--- config.mk ---
export PLATFORM = sky130hd
export DESIGN_NAME = apb_cmd_master_flat
export DESIGN_NICKNAME = d
export VERILOG_FILES = /design/src/rtl/apb_cmd_master_if.sv /design/src/rtl/apb_cmd_master.sv /design/src/flat_wrapper.sv
export SDC_FILE = /design/constraint.sdc
export NUM_CORES = 1
export LEC_CHECK = 0
export BUFFER_PORTS_ARGS = -buffer_cell sky130_fd_sc_hd__clkbuf_2
export CORE_UTILIZATION = 52
export DETAILED_ROUTE_END_ITERATION = 8
export PLACE_DENSITY = 0.91
export SYNTH_ARGS = -nofsm -noshare
export SYNTH_HDL_FRONTEND = slang
export SYNTH_SLANG_ARGS = --single-unit
--- constraint.sdc ---
create_clock -name pclk -period 3.45 [get_ports pclk]
set_input_delay 0.8625 -clock pclk [delete_from_list [all_inputs] [get_ports pclk]]
set_output_delay 0.8625 -clock pclk [all_outputs]
set_load 0.1 [all_outputs]
--- src/rtl/apb_cmd_master_if.sv ---
`default_nettype none
// ============================================================================
// Module   : apb_cmd_master_if
// Purpose  : Bundles the command/response handshake and the APB bus of
//            apb_cmd_master into a single interface.
// Ports    : none (clock and reset stay scalar ports on the master).
//   command  : cmd_valid/cmd_ready/cmd_write/cmd_addr/cmd_wdata
//   response : rsp_valid/rsp_ready/rsp_rdata/rsp_err
//   APB      : psel/penable/pwrite/paddr/pwdata/prdata/pready
//   status   : busy
// Modports : master (the apb_cmd_master view), slave (the environment view).
// Revision : 1.0 - initial release
// ============================================================================
interface apb_cmd_master_if;
    logic       cmd_valid;
    logic       cmd_ready;
    logic       cmd_write;
    logic [7:0] cmd_addr;
    logic [7:0] cmd_wdata;
    logic       rsp_valid;
    logic       rsp_ready;
    logic [7:0] rsp_rdata;
    logic       rsp_err;
    logic       psel;
    logic       penable;
    logic       pwrite;
    logic [7:0] paddr;
    logic [7:0] pwdata;
    logic [7:0] prdata;
    logic       pready;
    logic       busy;

    modport master (
        input  cmd_valid, cmd_write, cmd_addr, cmd_wdata, rsp_ready, prdata, pready,
        output cmd_ready, rsp_valid, rsp_rdata, rsp_err,
        output psel, penable, pwrite, paddr, pwdata, busy
    );

    modport slave (
        output cmd_valid, cmd_write, cmd_addr, cmd_wdata, rsp_ready, prdata, pready,
        input  cmd_ready, rsp_valid, rsp_rdata, rsp_err,
        input  psel, penable, pwrite, paddr, pwdata, busy
    );
endinterface
`default_nettype wire

--- src/rtl/apb_cmd_master.sv ---
`default_nettype none
// ============================================================================
// Module   : apb_cmd_master
// Purpose  : Turns single command requests into APB transfers (SETUP then
//            ACCESS) and returns one response per command. A transfer whose
//            slave keeps pready low for TIMEOUT ACCESS cycles is aborted with
//            rsp_err=1. At most one transfer is outstanding.
// Ports    : pclk   - clock, rising edge
//            preset - synchronous active-high reset
//            bus    - apb_cmd_master_if.master (command, response, APB, busy)
// Params   : TIMEOUT - ACCESS cycles with pready low before abort (1..255)
// Revision : 1.0 - initial release
// ============================================================================
module apb_cmd_master #(
    parameter int TIMEOUT = 16
) (
    input  logic             pclk,
    input  logic             preset,
    apb_cmd_master_if.master bus
);

    // Wait-counter value seen on the TIMEOUT-th ACCESS cycle (the first
    // ACCESS cycle sees 0).
    localparam logic [7:0] C_WAIT_LAST = 8'(TIMEOUT - 1);

    typedef enum logic [1:0] {
        ST_IDLE   = 2'd0,
        ST_SETUP  = 2'd1,
        ST_ACCESS = 2'd2,
        ST_RESP   = 2'd3
    } state_t;

    state_t     state_q,     state_d;
    logic       pwrite_q,    pwrite_d;
    logic [7:0] paddr_q,     paddr_d;
    logic [7:0] pwdata_q,    pwdata_d;
    logic [7:0] rsp_rdata_q, rsp_rdata_d;
    logic       rsp_err_q,   rsp_err_d;
    logic [7:0] wait_cnt_q,  wait_cnt_d;

    always_comb begin
        state_d     = state_q;
        pwrite_d    = pwrite_q;
        paddr_d     = paddr_q;
        pwdata_d    = pwdata_q;
        rsp_rdata_d = rsp_rdata_q;
        rsp_err_d   = rsp_err_q;
        wait_cnt_d  = wait_cnt_q;

        case (state_q)
            ST_IDLE: begin
                // cmd_ready is high in IDLE, so cmd_valid alone is an accept.
                if (bus.cmd_valid) begin
                    state_d    = ST_SETUP;
                    pwrite_d   = bus.cmd_write;
                    paddr_d    = bus.cmd_addr;
                    pwdata_d   = bus.cmd_write ? bus.cmd_wdata : 8'h00;
                    wait_cnt_d = 8'h00;
                end
            end
            ST_SETUP: begin
                state_d    = ST_ACCESS;
                wait_cnt_d = 8'h00;
            end
            ST_ACCESS: begin
                // pready wins over the timeout on the final allowed cycle.
                if (bus.pready) begin
                    state_d     = ST_RESP;
                    rsp_rdata_d = pwrite_q ? 8'h00 : bus.prdata;
                    rsp_err_d   = 1'b0;
                end else if (wait_cnt_q == C_WAIT_LAST) begin
                    state_d     = ST_RESP;
                    rsp_rdata_d = 8'h00;
                    rsp_err_d   = 1'b1;
                end else begin
                    wait_cnt_d  = wait_cnt_q + 8'd1;
                end
            end
            ST_RESP: begin
                if (bus.rsp_ready) begin
                    state_d = ST_IDLE;
                end
            end
            default: state_d = ST_IDLE;
        endcase
    end

    always_ff @(posedge pclk) begin
        if (preset) begin
            state_q     <= ST_IDLE;
            pwrite_q    <= 1'b0;
            paddr_q     <= 8'h00;
            pwdata_q    <= 8'h00;
            rsp_rdata_q <= 8'h00;
            rsp_err_q   <= 1'b0;
            wait_cnt_q  <= 8'h00;
        end else begin
            state_q     <= state_d;
            pwrite_q    <= pwrite_d;
            paddr_q     <= paddr_d;
            pwdata_q    <= pwdata_d;
            rsp_rdata_q <= rsp_rdata_d;
            rsp_err_q   <= rsp_err_d;
            wait_cnt_q  <= wait_cnt_d;
        end
    end

    // Control outputs decode the state register only; no input reaches an
    // output combinationally.
    assign bus.cmd_ready = (state_q == ST_IDLE);
    assign bus.busy      = (state_q != ST_IDLE);
    assign bus.psel      = (state_q == ST_SETUP) || (state_q == ST_ACCESS);
    assign bus.penable   = (state_q == ST_ACCESS);
    assign bus.rsp_valid = (state_q == ST_RESP);
    assign bus.pwrite    = pwrite_q;
    assign bus.paddr     = paddr_q;
    assign bus.pwdata    = pwdata_q;
    assign bus.rsp_rdata = rsp_rdata_q;
    assign bus.rsp_err   = rsp_err_q;

endmodule
`default_nettype wire

--- src/flat_wrapper.sv ---
// flat-port wrapper written by rule: the top's interface ports become plain ports
module apb_cmd_master_flat 
#(
    parameter int TIMEOUT = 16
)
  (pclk, preset, bus_cmd_valid, bus_cmd_write, bus_cmd_addr, bus_cmd_wdata, bus_rsp_ready, bus_prdata, bus_pready, bus_cmd_ready, bus_rsp_valid, bus_rsp_rdata, bus_rsp_err, bus_psel, bus_penable, bus_pwrite, bus_paddr, bus_pwdata, bus_busy);
  apb_cmd_master_if bus_i ();
  input  logic pclk;
  input  logic preset;
  input wire logic [$bits(bus_i.cmd_valid)-1:0] bus_cmd_valid;
  input wire logic [$bits(bus_i.cmd_write)-1:0] bus_cmd_write;
  input wire logic [$bits(bus_i.cmd_addr)-1:0] bus_cmd_addr;
  input wire logic [$bits(bus_i.cmd_wdata)-1:0] bus_cmd_wdata;
  input wire logic [$bits(bus_i.rsp_ready)-1:0] bus_rsp_ready;
  input wire logic [$bits(bus_i.prdata)-1:0] bus_prdata;
  input wire logic [$bits(bus_i.pready)-1:0] bus_pready;
  output wire logic [$bits(bus_i.cmd_ready)-1:0] bus_cmd_ready;
  output wire logic [$bits(bus_i.rsp_valid)-1:0] bus_rsp_valid;
  output wire logic [$bits(bus_i.rsp_rdata)-1:0] bus_rsp_rdata;
  output wire logic [$bits(bus_i.rsp_err)-1:0] bus_rsp_err;
  output wire logic [$bits(bus_i.psel)-1:0] bus_psel;
  output wire logic [$bits(bus_i.penable)-1:0] bus_penable;
  output wire logic [$bits(bus_i.pwrite)-1:0] bus_pwrite;
  output wire logic [$bits(bus_i.paddr)-1:0] bus_paddr;
  output wire logic [$bits(bus_i.pwdata)-1:0] bus_pwdata;
  output wire logic [$bits(bus_i.busy)-1:0] bus_busy;
  assign bus_i.cmd_valid = bus_cmd_valid;
  assign bus_i.cmd_write = bus_cmd_write;
  assign bus_i.cmd_addr = bus_cmd_addr;
  assign bus_i.cmd_wdata = bus_cmd_wdata;
  assign bus_i.rsp_ready = bus_rsp_ready;
  assign bus_i.prdata = bus_prdata;
  assign bus_i.pready = bus_pready;
  assign bus_cmd_ready = bus_i.cmd_ready;
  assign bus_rsp_valid = bus_i.rsp_valid;
  assign bus_rsp_rdata = bus_i.rsp_rdata;
  assign bus_rsp_err = bus_i.rsp_err;
  assign bus_psel = bus_i.psel;
  assign bus_penable = bus_i.penable;
  assign bus_pwrite = bus_i.pwrite;
  assign bus_paddr = bus_i.paddr;
  assign bus_pwdata = bus_i.pwdata;
  assign bus_busy = bus_i.busy;
  apb_cmd_master #(.TIMEOUT(TIMEOUT)) u_core (.pclk(pclk), .preset(preset), .bus(bus_i));
endmodule
==> impl_metrics.env, run 1 <==
export IMPL_detail_route_antenna_nets=0
export IMPL_worst_clock_skew_ns=0.00929
export IMPL_yosys_cell_count_top_type="dfxtp_1"
export IMPL_dp_hpwl_mm=2.56
export IMPL_endpoint_kind="output port"
export IMPL_synthTopCellsByCount="36 x dfxtp_1, 33 x nand2_1, 23 x a21oi_1"
export IMPL_die_h_um=57.7
export IMPL_flow_area_growth_from_synthesis_pct=21.3
export IMPL_violations="DRC"
export IMPL_setup_worst_path_start_class="register"
export IMPL_clkSlewWorstSetupHoldPaths_ns=0.11
export IMPL_ys_seq_area_share_pct=44.8
export IMPL_required_ns=2.59
export IMPL_firstDrtPassIters=6
export IMPL_detailed_place_area_um2=1900
export IMPL_async_flop_share_pct=0
export IMPL_p_per_area_nw_per_um2=760
export IMPL_cp_arrival_ns=1.67
export IMPL_die_width_um=57.7
export IMPL_syn_nets=215
export IMPL_critical_path_max_stage_delay_ns=0.48
export IMPL_cp_top_family="buffers and inverters"
export IMPL_yosys_cell_types_count=40
export IMPL_cts_buffer_depth=2
export IMPL_cp_cell_sequence="inv_1, ha_1, buf_4, clkbuf_2"
export IMPL_synth_top_area_share_pct=44.8
export IMPL_wirelength_mm=3.45
export IMPL_layout_drive_gt1_share_pct=32.2
export IMPL_antenna_found_initial=0
export IMPL_portBuffers=60
export IMPL_die_area_um2=3320
export IMPL_syn_area_um2=1610
export IMPL_root_buffer="clkbuf_4"
export IMPL_hold_viol=0
export IMPL_path_buf_inv=3
export IMPL_cts_buffers=5
export IMPL_hold_buffers=0
export IMPL_power_leakage_nw=0.875
export IMPL_n_antenna_cell=0
export IMPL_fin_cells=267
export IMPL_drv_slew=0
export IMPL_max_cap_violations=0
export IMPL_pin_count=61
export IMPL_insertion_delay_ns=0.35
export IMPL_outcome="finished with violations"
export IMPL_rsz0062_at_grt="false"
export IMPL_final_util_pct=68.5
export IMPL_tns_ns=0
export IMPL_yosys_area_top_type="dfxtp_1"
export IMPL_grt_first_pass_wirelength_mm=5.64
export IMPL_htreeDepth=2
export IMPL_max_freq_mhz=395
export IMPL_path_class="reg -> out"
export IMPL_syn_inst=179
export IMPL_fin_crit_ns=2.53
export IMPL_vias_per_cell=5.61
export IMPL_wire_per_inst_um=12.9
export IMPL_hold_path_class="reg -> reg"
export IMPL_grt_usage_pct=22.1
export IMPL_fillers=229
export IMPL_core_um2=2850
export IMPL_synth_ff_latch_count=36
export IMPL_grt_max_degree=27
export IMPL_drcViolationCount=4
export IMPL_dp_cells=259
export IMPL_synth_flop_cell="dfxtp_1"
export IMPL_first_global_vias=1316
export IMPL_worstPathMaxFanout=15
export IMPL_initial_core_util_pct=56.4
export IMPL_vdd_drop_max_uv=1050
export IMPL_drt_initial_drc_count=48
export IMPL_worst_slew_pin_slew_ns=0.719
export IMPL_vias=1499
export IMPL_slew_headroom_pct=51.4
export IMPL_layout_nets=271
export IMPL_overflow=0
export IMPL_slowest_stage="clkbuf_2"
export IMPL_synth_area_per_cell_um2=9.00
export IMPL_routabilityCongestion=0.782
export IMPL_cts_sinks=36
export IMPL_cts_tree="yes"
export IMPL_cts_resized=0
export IMPL_ys_warn_count=0
export IMPL_rows=19
export IMPL_timing_hold_ws_ns=0.463
export IMPL_synth_edf_count=0
export IMPL_setup_viol=0
export IMPL_synthTopCellsByArea="dfxtp_1 45%, nand2_1 7.7%, a21oi_1 7.1%"
export IMPL_fin_area_um2=1950
export IMPL_cts_setup_buffers=0
export IMPL_fin_crit_sh_pct=73.3
==> metal layers <==
metal	GRT usage [%]	part of all wire (%)	routed length, um
met1	26.9	44	1500
met2	36.9	46	1600
met3	8.04	8.7	300
met4	6.80	1.3	45
met5	0	0	0
==> state kept, by name (all words and copies together) (netlist names) <==
signal and count:
u_core.bus.paddr 8, u_core.bus.rsp_err 1, u_core.wait_cnt_q 8, u_core.bus.rsp_rdata 8, u_core.bus.pwdata 8, u_core.state_q 2
u_core.bus.pwrite 1
==> layout make-up <==
cell class / count / area [um^2] / share of cell area, %
Inverter: 8 / 30.0 / 1.54
Multi-Input combinational cell: 123 / 800 / 40.9
Tap cell: 31 / 38.8 / 1.99
Clock buffer: 5 / 37.5 / 1.92
Timing Repair Buffer: 61 / 308 / 15.8
Clock inverter: 3 / 18.8 / 0.961
Sequential cell: 36 / 721 / 36.9
==> final timing paths <==
kind,from,endpoint,slack (ns),cells after the start
worst max-delay path,u_core.state_q[0]$_SDFFE_PP0P_,bus_penable,0.92,4
worst min-delay path,u_core.bus.pwdata[0]$_SDFFE_PP0P_,u_core.bus.pwdata[0]$_SDFFE_PP0P_,0.46,2
worst min register to register,u_core.bus.pwdata[0]$_SDFFE_PP0P_,u_core.bus.pwdata[0]$_SDFFE_PP0P_,0.46,2
worst max register to register,u_core.state_q[0]$_SDFFE_PP0P_,u_core.bus.rsp_rdata[6]$_SDFFE_PP0P_,1.53,6
==> per-stage QoR <==
stage	setup slack, ns	total power [mW]
6_report	0.920	1.48
5_1_grt	0.847	1.55
4_1_cts	0.903	1.49
3_5_place_dp	1.28	1.27
3_3_place_gp	1.33	1.26
2_1_floorplan	0.597	1.17
==> cells by family after synthesis <==
group | synth area share (%)
simple gates | 20.8
compound gates | 22.9
flops | 44.8
buf+inv | 5.59
fa+ha+maj | 4.66
mux | 1.24
==> layout by cell type, fill, tap and decap left out, types with 2 or more instances in the layout <==
cell type / count
nand4_1: 2
nand3_1: 10
a21oi_1: 23
ha_1: 6
clkbuf_4: 5
inv_1: 7
and3_1: 2
a22o_1: 4
mux2i_1: 2
nand4b_1: 4
and2_1: 2
clkbuf_2: 60
o31ai_1: 5
nand2_1: 33
dfxtp_1: 36
clkinv_2: 2
o21ai_1: 6
o311ai_1: 4
==> power breakdown <==
part	internal (mW)	switching, mW	leakage [nW]
Clock	0.0781	0.143	0.0349
Combinational	0.134	0.642	0.547
Sequential	0.459	0.0292	0.293
Total	0.671	0.813	0.875
==> worst register-to-register path, cell delays in order (launching register included) <==
cell,delay (ns)
dfxtp_1,0.35
inv_1,0.14
ha_1,0.16
buf_4,0.19
inv_1,0.17
nor4b_1,0.64
a22o_1,0.22
Note: power is estimated with default switching activity, not from simulation.
==> run 2, diff against run 1 <==
--- a/config.mk
+++ b/config.mk
@@ -6,9 +6,9 @@
 export NUM_CORES = 1
 export LEC_CHECK = 0
 export BUFFER_PORTS_ARGS = -buffer_cell sky130_fd_sc_hd__clkbuf_2
-export CORE_UTILIZATION = 52
+export CORE_UTILIZATION = 43
 export DETAILED_ROUTE_END_ITERATION = 8
-export PLACE_DENSITY = 0.91
+export PLACE_DENSITY = 0.81
 export SYNTH_ARGS = -nofsm -noshare
 export SYNTH_HDL_FRONTEND = slang
 export SYNTH_SLANG_ARGS = --single-unit
==> constraint.sdc (replaced) <==
create_clock -name pclk -period 2.1 [get_ports pclk]
set_input_delay 0.525 -clock pclk [delete_from_list [all_inputs] [get_ports pclk]]
set_output_delay 0.525 -clock pclk [all_outputs]
set_load 0.1 [all_outputs]
==> run 2 against run 1 <==
  * Register-to-register slack worse by 1.2 ns
  * Critical path type unchanged
  * Critical endpoint is now bus_busy
  * Non-clock buffer count is 2 higher
  * Hold slack worse by 0.019 ns
  * The flow now finishes without violations
  * Final area is 5.5% higher
  * Highest routed layer unchanged
  * Clock skew is 0.0056 ns lower
==> impl_metrics.env, run 2 (same netlist as run 1, synthesis figures left out) <==
export IMPL_outcome="complete, no violations"
export IMPL_power_mw=2.73
export IMPL_worstPathMaxFanout=5
export IMPL_cp_arrival_ns=1.49
export IMPL_timing_hold_ws_ns=0.444
export IMPL_drcViolationCount=0
export IMPL_clkSlewWorstSetupHoldPaths_ns=0.07
export IMPL_max_cap_violations=0
export IMPL_htreeDepth=2
export IMPL_cts_buffers=5
export IMPL_overflow=0
export IMPL_drt_initial_drc_count=61
export IMPL_die_h_um=63.2
export IMPL_final_cell_mix="58 x clkbuf_2, 36 x dfxtp_1, 33 x nand2_1"
export IMPL_die_area_um2=3990
export IMPL_dp_hpwl_mm=2.69
export IMPL_hold_viol=0
export IMPL_die_width_um=63.2
export IMPL_slew_headroom_pct=59.4
export IMPL_drv_slew=0
export IMPL_layout_nets=273
export IMPL_endpoint_kind="output port"
export IMPL_setup_worst_path_start_class="register"
export IMPL_routabilityCongestion=0.817
export IMPL_insertion_delay_ns=0.29
export IMPL_portBuffers=60
export IMPL_grt_first_pass_wirelength_mm=6.04
export IMPL_antenna_found_initial=0
export IMPL_slowest_stage="clkbuf_2"
export IMPL_vias=1463
export IMPL_hold_buffers=0
export IMPL_max_freq_mhz=495
export IMPL_root_buffer="clkbuf_8"
export IMPL_wirelength_mm=3.65
export IMPL_rows=21
export IMPL_fin_crit_ns=2.02
export IMPL_flow_area_growth_from_synthesis_pct=28.0
export IMPL_firstDrtPassIters=4
export IMPL_p_per_area_nw_per_um2=1320
export IMPL_path_class="reg -> out"
export IMPL_power_leakage_nw=0.907
export IMPL_cts_sinks=36
export IMPL_pin_count=61
export IMPL_critical_path_max_stage_delay_ns=0.45
export IMPL_hold_path_class="in -> reg"
export IMPL_fin_crit_sh_pct=96.2
export IMPL_n_antenna_cell=0
export IMPL_cts_resized=0
export IMPL_detail_route_antenna_nets=0
export IMPL_wire_per_inst_um=12.8
export IMPL_cp_cell_sequence="inv_1, ha_2, inv_1, clkbuf_2"
export IMPL_setup_viol=0
export IMPL_core_um2=3470
export IMPL_cts_setup_buffers=0
export IMPL_first_global_vias=1421
export IMPL_layout_drive_gt1_share_pct=33.2
export IMPL_rsz0062_at_grt="false"
export IMPL_required_ns=1.57
export IMPL_cts_buffer_depth=2
export IMPL_worst_clock_skew_ns=0.00367
export IMPL_final_common_cell="clkbuf_2"
export IMPL_grt_max_degree=21
export IMPL_tns_ns=0
export IMPL_vias_per_cell=5.15
export IMPL_crit_top_cell="inv_1"
export IMPL_initial_core_util_pct=46.4
export IMPL_vdd_drop_max_uv=849
export IMPL_worst_slew_pin_slew_ns=0.609
export IMPL_pre_cts_ws_ns=0.378
export IMPL_finalWorstSetupSlack_ns=0.0807
export IMPL_grt_usage_pct=19.6
export IMPL_cts_tree="yes"
-- run 2: cell types whose count changed in the layout (fill, tap and decap cells not counted), sizes merged --
cell / change
clkbuf: -1
bufinv: +1
clkinv: -2
buf: +4
-- run 2: stage by stage --
stage,area (um^2),instances,utilization [%]
floorplan,1620,179,-
global placement,1950,276,56.3
detailed placement,1950,276,56.3
CTS,2060,284,59.4
global route,2060,284,59.4
finish,2060,284,59.4
-- run 2: area by class of cell --
type | instances | area (um^2)
Timing Repair Buffer | 63 | 340
Multi-Input combinational cell | 123 | 805
Clock buffer | 6 | 72.6
Tap cell | 46 | 57.6
Clock inverter | 2 | 35.0
Sequential cell | 36 | 721
Fill cell | 342 | 1410
Inverter | 8 | 30.0
-- run 2: worst paths after layout --
kind | start | end | slack (ns) | cells past startpoint
setup / recovery | u_core.state_q[1]$_SDFFE_PP0P_ | bus_busy | 0.08 | 4
hold / removal | bus_prdata[6] | u_core.bus.rsp_rdata[6]$_SDFFE_PP0P_ | 0.44 | 2
setup reg to reg | u_core.state_q[0]$_SDFFE_PP0P_ | u_core.wait_cnt_q[3]$_SDFFE_PP0P_ | 0.38 | 6
hold reg to reg | u_core.bus.pwdata[1]$_SDFFE_PP0P_ | u_core.bus.pwdata[1]$_SDFFE_PP0P_ | 0.45 | 2
-- run 2: metal layers --
metal / wire (um) / track usage [%] / vias to the layer above
li1: - / - / 754
met2: 1800 / 33.1 / 49
met5: 0 / 0 / -
met4: 62 / 7.95 / 0
met3: 275 / 8.33 / 7
met1: 1510 / 21.5 / 653
-- run 2: power by group --
group	switching, mW	internal [mW]
clock	0.250	0.352
combinational	1.07	0.261
sequential	0.0460	0.754
total	1.36	1.37
-- run 2: critical path: cells and delay by family, from the launching register on --
family	cells	cell delay (ns)
adder cells (fa/ha/maj)	1	0.20
buffers and inverters	3	0.60
flip-flops	1	0.40
